==> config.mk <==
export PLATFORM = sky130hd
export DESIGN_NAME = ex_mem_reg
export DESIGN_NICKNAME = d
export VERILOG_FILES = /design/src/rtl/cpu_pkg.sv /design/src/rtl/nzcv_reg.sv /design/src/rtl/ex_mem_reg.sv
export SDC_FILE = /design/constraint.sdc
export NUM_CORES = 1
export LEC_CHECK = 0
export CORE_MARGIN = 8
export CORE_UTILIZATION = 51
export CTS_CLUSTER_SIZE = 30
export DETAILED_ROUTE_END_ITERATION = 10
export GPL_ROUTABILITY_DRIVEN = 0
export PLACE_DENSITY_LB_ADDON = 0.3
export SLEW_MARGIN = 5
export SYNTH_ARGS = -nofsm -noshare
export SYNTH_HDL_FRONTEND = slang
export SYNTH_SLANG_ARGS = --single-unit
==> constraint.sdc <==
create_clock -name clk -period 11.8 [get_ports clk]
set_clock_uncertainty 0.1 [all_clocks]
set_input_delay 1.18 -clock clk [delete_from_list [all_inputs] [get_ports clk]]
set_output_delay 1.18 -clock clk [all_outputs]
set_load 0.01 [all_outputs]
==> src/rtl/cpu_pkg.sv <==
// Shared CPU definitions: pipeline payload layout, control and flag bit positions.
package cpu_pkg;

  localparam int XLEN      = 64;
  localparam int REG_IDX_W = 5;
  localparam int CTRL_W    = 3;
  localparam int NZCV_W    = 4;

  // Control bundle bit positions: {reg_write, mem_read, mem_write}
  localparam int CTRL_REG_WRITE = 2;
  localparam int CTRL_MEM_READ  = 1;
  localparam int CTRL_MEM_WRITE = 0;

  // Flag bit positions: {N, Z, C, V}
  localparam int FLAG_N = 3;
  localparam int FLAG_Z = 2;
  localparam int FLAG_C = 1;
  localparam int FLAG_V = 0;

  // One execute->memory beat as carried by the pipeline register
  typedef struct packed {
    logic [XLEN-1:0]      result;
    logic [XLEN-1:0]      store_data;
    logic [REG_IDX_W-1:0] rd;
    logic [CTRL_W-1:0]    ctrl;
  } ex_mem_payload_t;

  // Control bundle with every enable cleared, used whenever no beat is valid
  function automatic logic [CTRL_W-1:0] ctrl_idle();
    return '0;
  endfunction

endpackage

==> src/rtl/nzcv_reg.sv <==
// Architectural NZCV flag register: 4-bit enabled register, async active-high reset.
module nzcv_reg
  import cpu_pkg::*;
(
  input  logic              clk,
  input  logic              reset,
  input  logic              en,
  input  logic [NZCV_W-1:0] d,
  output logic [NZCV_W-1:0] q
);

  logic [NZCV_W-1:0] flag_reg;

  generate
    for (genvar gi = 0; gi < NZCV_W; gi++) begin : g_flag
      // Each flag bit loads together on enable, clears on reset
      always_ff @(posedge clk or posedge reset) begin
        if (reset) begin
          flag_reg[gi] <= 1'b0;
        end else if (en) begin
          flag_reg[gi] <= d[gi];
        end
      end
    end
  endgenerate

  assign q = flag_reg;

endmodule

==> src/rtl/ex_mem_reg.sv <==
// EX/MEM pipeline register built as a 2-entry skid buffer. in_ready depends only
// on local state, so backpressure from the memory stage never forms a
// combinational path back into execute. Also owns the NZCV flag register.
module ex_mem_reg
  import cpu_pkg::*;
#(
  parameter int DATA_W = XLEN,
  parameter int REG_W  = REG_IDX_W
) (
  input  logic              clk,
  input  logic              reset,
  // execute side
  input  logic              in_valid,
  output logic              in_ready,
  input  logic [DATA_W-1:0] in_result,
  input  logic [3:0]        in_flags,
  input  logic              in_set_flags,
  input  logic [DATA_W-1:0] in_store_data,
  input  logic [REG_W-1:0]  in_rd,
  input  logic [2:0]        in_ctrl,
  input  logic              flush,
  // memory side
  output logic              out_valid,
  input  logic              out_ready,
  output logic [DATA_W-1:0] out_result,
  output logic [DATA_W-1:0] out_store_data,
  output logic [REG_W-1:0]  out_rd,
  output logic [2:0]        out_ctrl,
  // architectural flags
  output logic [3:0]        nzcv
);

  ex_mem_payload_t main_reg, skid_reg, in_payload;
  logic            main_valid_reg, skid_valid_reg;
  logic            accept, drain, main_free;

  assign in_payload.result     = in_result;
  assign in_payload.store_data = in_store_data;
  assign in_payload.rd         = in_rd;
  assign in_payload.ctrl       = in_ctrl;

  // Flush swallows the incoming beat, so it never counts as accepted
  assign in_ready  = !skid_valid_reg;
  assign accept    = in_valid && in_ready && !flush;
  assign drain     = main_valid_reg && out_ready;
  assign main_free = !main_valid_reg || drain;

  // Valid bits: flush wins; otherwise skid refills main first, then new beats
  always_ff @(posedge clk or posedge reset) begin
    if (reset) begin
      main_valid_reg <= 1'b0;
      skid_valid_reg <= 1'b0;
    end else if (flush) begin
      main_valid_reg <= 1'b0;
      skid_valid_reg <= 1'b0;
    end else if (main_free) begin
      if (skid_valid_reg) begin
        main_valid_reg <= 1'b1;
        skid_valid_reg <= 1'b0;
      end else begin
        main_valid_reg <= accept;
      end
    end else if (accept) begin
      skid_valid_reg <= 1'b1;
    end
  end

  // Main payload: loads only when a beat moves in, so it holds while stalled
  always_ff @(posedge clk or posedge reset) begin
    if (reset) begin
      main_reg <= '0;
    end else if (!flush && main_free) begin
      if (skid_valid_reg) begin
        main_reg <= skid_reg;
      end else if (accept) begin
        main_reg <= in_payload;
      end
    end
  end

  // Skid payload: captures the one beat that arrives while main is stalled
  always_ff @(posedge clk or posedge reset) begin
    if (reset) begin
      skid_reg <= '0;
    end else if (accept && !main_free) begin
      skid_reg <= in_payload;
    end
  end

  assign out_valid      = main_valid_reg;
  assign out_result     = main_reg.result;
  assign out_store_data = main_reg.store_data;
  assign out_rd         = main_reg.rd;
  // Stale control left in main after a drain or flush must not reach memory
  assign out_ctrl       = main_valid_reg ? main_reg.ctrl : ctrl_idle();

  nzcv_reg u_nzcv (
    .clk   (clk),
    .reset (reset),
    .en    (accept && in_set_flags),
    .d     (in_flags),
    .q     (nzcv)
  );

endmodule
### Word-level counts from Yosys, hierarchy flattened

Cells that the tools add are included.

* bits in registers: 278
* word-level logic and storage cells: 38

* muxes and demuxes: 9
* reductions and logical operators: 15

Operators with widths (count)
* $mux W136: 2
* $logic_and A1 B1 Y1: 6
* $mux W1: 6
* $logic_not A1 Y1: 4
* $reduce_bool A2 Y1: 2
* $mux W3: 1
* $reduce_bool A3 Y1: 1
* $reduce_and A2 Y1: 1
* $logic_or A1 B1 Y1: 1

### Logic depth before layout (Yosys ltp)

* depth in word-level cells: 6
* gate-level depth with buffers: 6
* depth with buffers taken out: 3

### Modules after synthesis

Synthesis repeated with hierarchy kept, for this count alone.

* cells, all modules: 883
* area total of the unflattened synthesis: 13296.5 um2

Modules (own cells, without submodules)
* ex_mem_reg: times used 1, cells an instance 874, area an instance 13147.6 um2
* nzcv_reg: times used 1, cells an instance 9, area an instance 148.9 um2

### Least setup slack after synthesis

Ideal clock, no wire load.

* path kind: input-to-reg
* from: input port in_valid
* to: register main_reg[0] (netlist name)
* setup time: 0.125 ns
* arrival: 2.108 ns
* data required time: 11.575 ns
* path slack: 9.467 ns
* stages: 6
* buffers on the path: 3
* cells stage by stage: nor2_1 nor3_2 buf_4 buf_6 buf_6 mux2_4

* longest elaborated chain between the ends: 4

Ends and longest elaborated chain
* from (decl): line ex_mem_reg.sv:13 `input logic in_valid,`
* $logic_and A1 B1 Y1 (2 in series): line ex_mem_reg.sv:44 `assign accept = in_valid && in_ready && !flush;`
* $reduce_bool A2 Y1 (no source line)
* $reduce_and A2 Y1 (no source line)
* to (signal assigned): line ex_mem_reg.sv:74 `main_reg <= skid_reg;`
* to (signal assigned): line ex_mem_reg.sv:76 `main_reg <= in_payload;`
* to (decl): line ex_mem_reg.sv:33 `ex_mem_payload_t main_reg, skid_reg, in_payload;`

No other way between the ends.
A chain may end at the register's enable or synchronous reset.

### Final worst setup path

* from: input port in_valid
* to: register main_reg (netlist bit out_result[44])

Same word-level chain as after synthesis.

==> metrics.csv <==
metric,value,unit
outcome,finished clean,
fin nets,1177,
DRT Wirelength,27300,um
initial antenna violation count,1,
Initial Utilization,51.46,%
I/O Pins,288,
"commonest non-fill, non-tap cell in the layout",mux2_2,
Slew Limit Fails,0,
total track usage,16.79,%
width of the die,177.5,um
Hold Crit Class,reg -> reg,
Post-Synthesis Net Count,1029,
post-synthesis average cell area,15.06,um^2
hold buffer count at cts,0,
IO Port Bufs,287,
worst vdd ir,0.0001359,V
TritonCTS Buffers,30,
HPWL Detailed,18080,um
CTS tree,done,
Place WS,6.595,ns
max FFs per register,136,
Final WS setup,7.206,ns
largest net degree at the start of global routing,136,
first-pass GRT wire length,43010,um
MaxCap Viol Count,0,
FMAX,0.2177,GHz
CP Capture Type,flop,
Max-slew headroom,25.49,%
antenna-violating nets left,0,
Syn. warnings,0,
Layout area overhead,23.39,%
crit path max fanout,65,
#FFs+latches synth,278,
Final Power,2.865,mW
worst-margin pin slew,1.114,ns
DR pass1 iterations,4,
final setup fails,0,
core area,25840,um^2
Via density,5.076,
critical path arrival,4.91,ns
Setup Crit Path Kind,in -> reg,
CP startpoint kind,input port,
Cell Pwr Density,174.6,nW/um^2
Hold Fails Final Rpt,0,
Worst-path clk slew,0.06,ns
synthesized cell area,13300,um^2
First DRT Iteration DRCs,360,
fin crit period,4.594,ns
share of cells above drive strength 1,45.01,%
clk sinks,278,
Syn Inst Count,883,
RSZ-0062 raised after global routing,no,
setup TNS,0,ns
fin crit share,38.94,%
# Post-CTS Setup Buffers,0,
clk buf depth,3,
Worst-Skew Late Latency,0.53,ns
final instance area,16410,um^2
leakage,7.040,nW
reg2reg setup slack,7.76,ns
vias in the first global route,7733,
H-tree Lvls,1,
DIE HEIGHT,177.5,um
site row count,59,
GR Util met1,22.08,%
GR Overflow Total,0,
register area share after synthesis,52.32,%
CTS Root Buffer Type,clkbuf_16,
Cell variety after synth,18,
Critical Path RT,12.12,ns
GR Layer Usage met3,5.617,%
GR Layer Usage met2,26.43,%
placed cell area,15360,um^2
Via Count,7051,
wire per inst,19.66,um
most frequent cells in the layout,"mux2_2, clkdlybuf4s50_1, dfrtp_1, mux2_4, clkbuf_16",
Die ar.,31490,um^2
Top Usage Layer GRT,met2,
residual DRC count,0,
Post-CTS Resized,0,
## cells by family after synthesis
logic type,count (synthesis),synth area share [%]
AO/OA/AOI/OAI,1,0.03760
buffers and inverters,181,9.937
flip-flops,278,52.32
multiplexers,412,37.15
AND/OR/NAND/NOR,11,0.5552
## stage by stage
stage	hold slack, ns	util, %	instances
global route	0.4083	63.50	1389
global placement	0.3807	59.47	1334
detailed placement	0.3870	59.47	1334
CTS	0.4010	63.49	1388
floorplan	0.3728	-	883
finish	0.3980	63.50	1389
## Yosys cell counts (all sizes together)
| cell type | n | area (um^2) |
|---|---|---|
| or2b | 1 | 7.510 |
| and2 | 3 | 18.77 |
| and3 | 1 | 6.260 |
| clkbuf | 1 | 3.750 |
| nor2 | 2 | 7.510 |
| nor3 | 2 | 15.01 |
| mux2 | 412 | 4940 |
| dfrtp | 278 | 6957 |
| inv | 2 | 7.510 |
| nand3 | 1 | 5.000 |
| buf | 178 | 1310 |
| a21oi | 1 | 5.000 |
| nor2b | 1 | 13.76 |
## routing by layer
layer,share of wire (%),wire [um]
met5,0,0
met2,46,12500
met3,8.3,2257
met1,44,12040
met4,1.8,501
## power by group
group | internal (mW) | switching (mW) | total, mW
logic | 0.416 | 0.204 | 0.620
registers | 1.16 | 0.112 | 1.28
clock network | 0.602 | 0.367 | 0.968
## area by class of cell
class	count	area [um^2]
Timing Repair Buffer	295	2933
Clock buffer	42	877.1
Clock inverter	12	162.7
Tap cell	335	419.2
Inverter	2	15.01
Fill cell	1949	9430
Multi-Input combinational cell	424	5037
Sequential cell	278	6960
Antenna cell	1	2.502
## worst paths after layout
path                           startpoint                  to  depth (start not counted)
max reg2reg                skid_valid_reg      out_result[44]                          5
max                              in_valid      out_result[44]                          6
max in group asynchronous           reset      skid_valid_reg                          4
min reg2reg                 skid_reg[102]       skid_reg[102]                          1
min in group asynchronous           reset  out_store_data[36]                          2
min                         skid_reg[102]       skid_reg[102]                          1
## worst max-delay path, cell delays in order
cell	delay [ns]
clkdlybuf4s50_1	0.53
nor2_1	0.11
nor3_4	0.86
buf_4	0.84
buf_4	0.81
mux2_2	0.42
(Power assumes the default switching activity.)
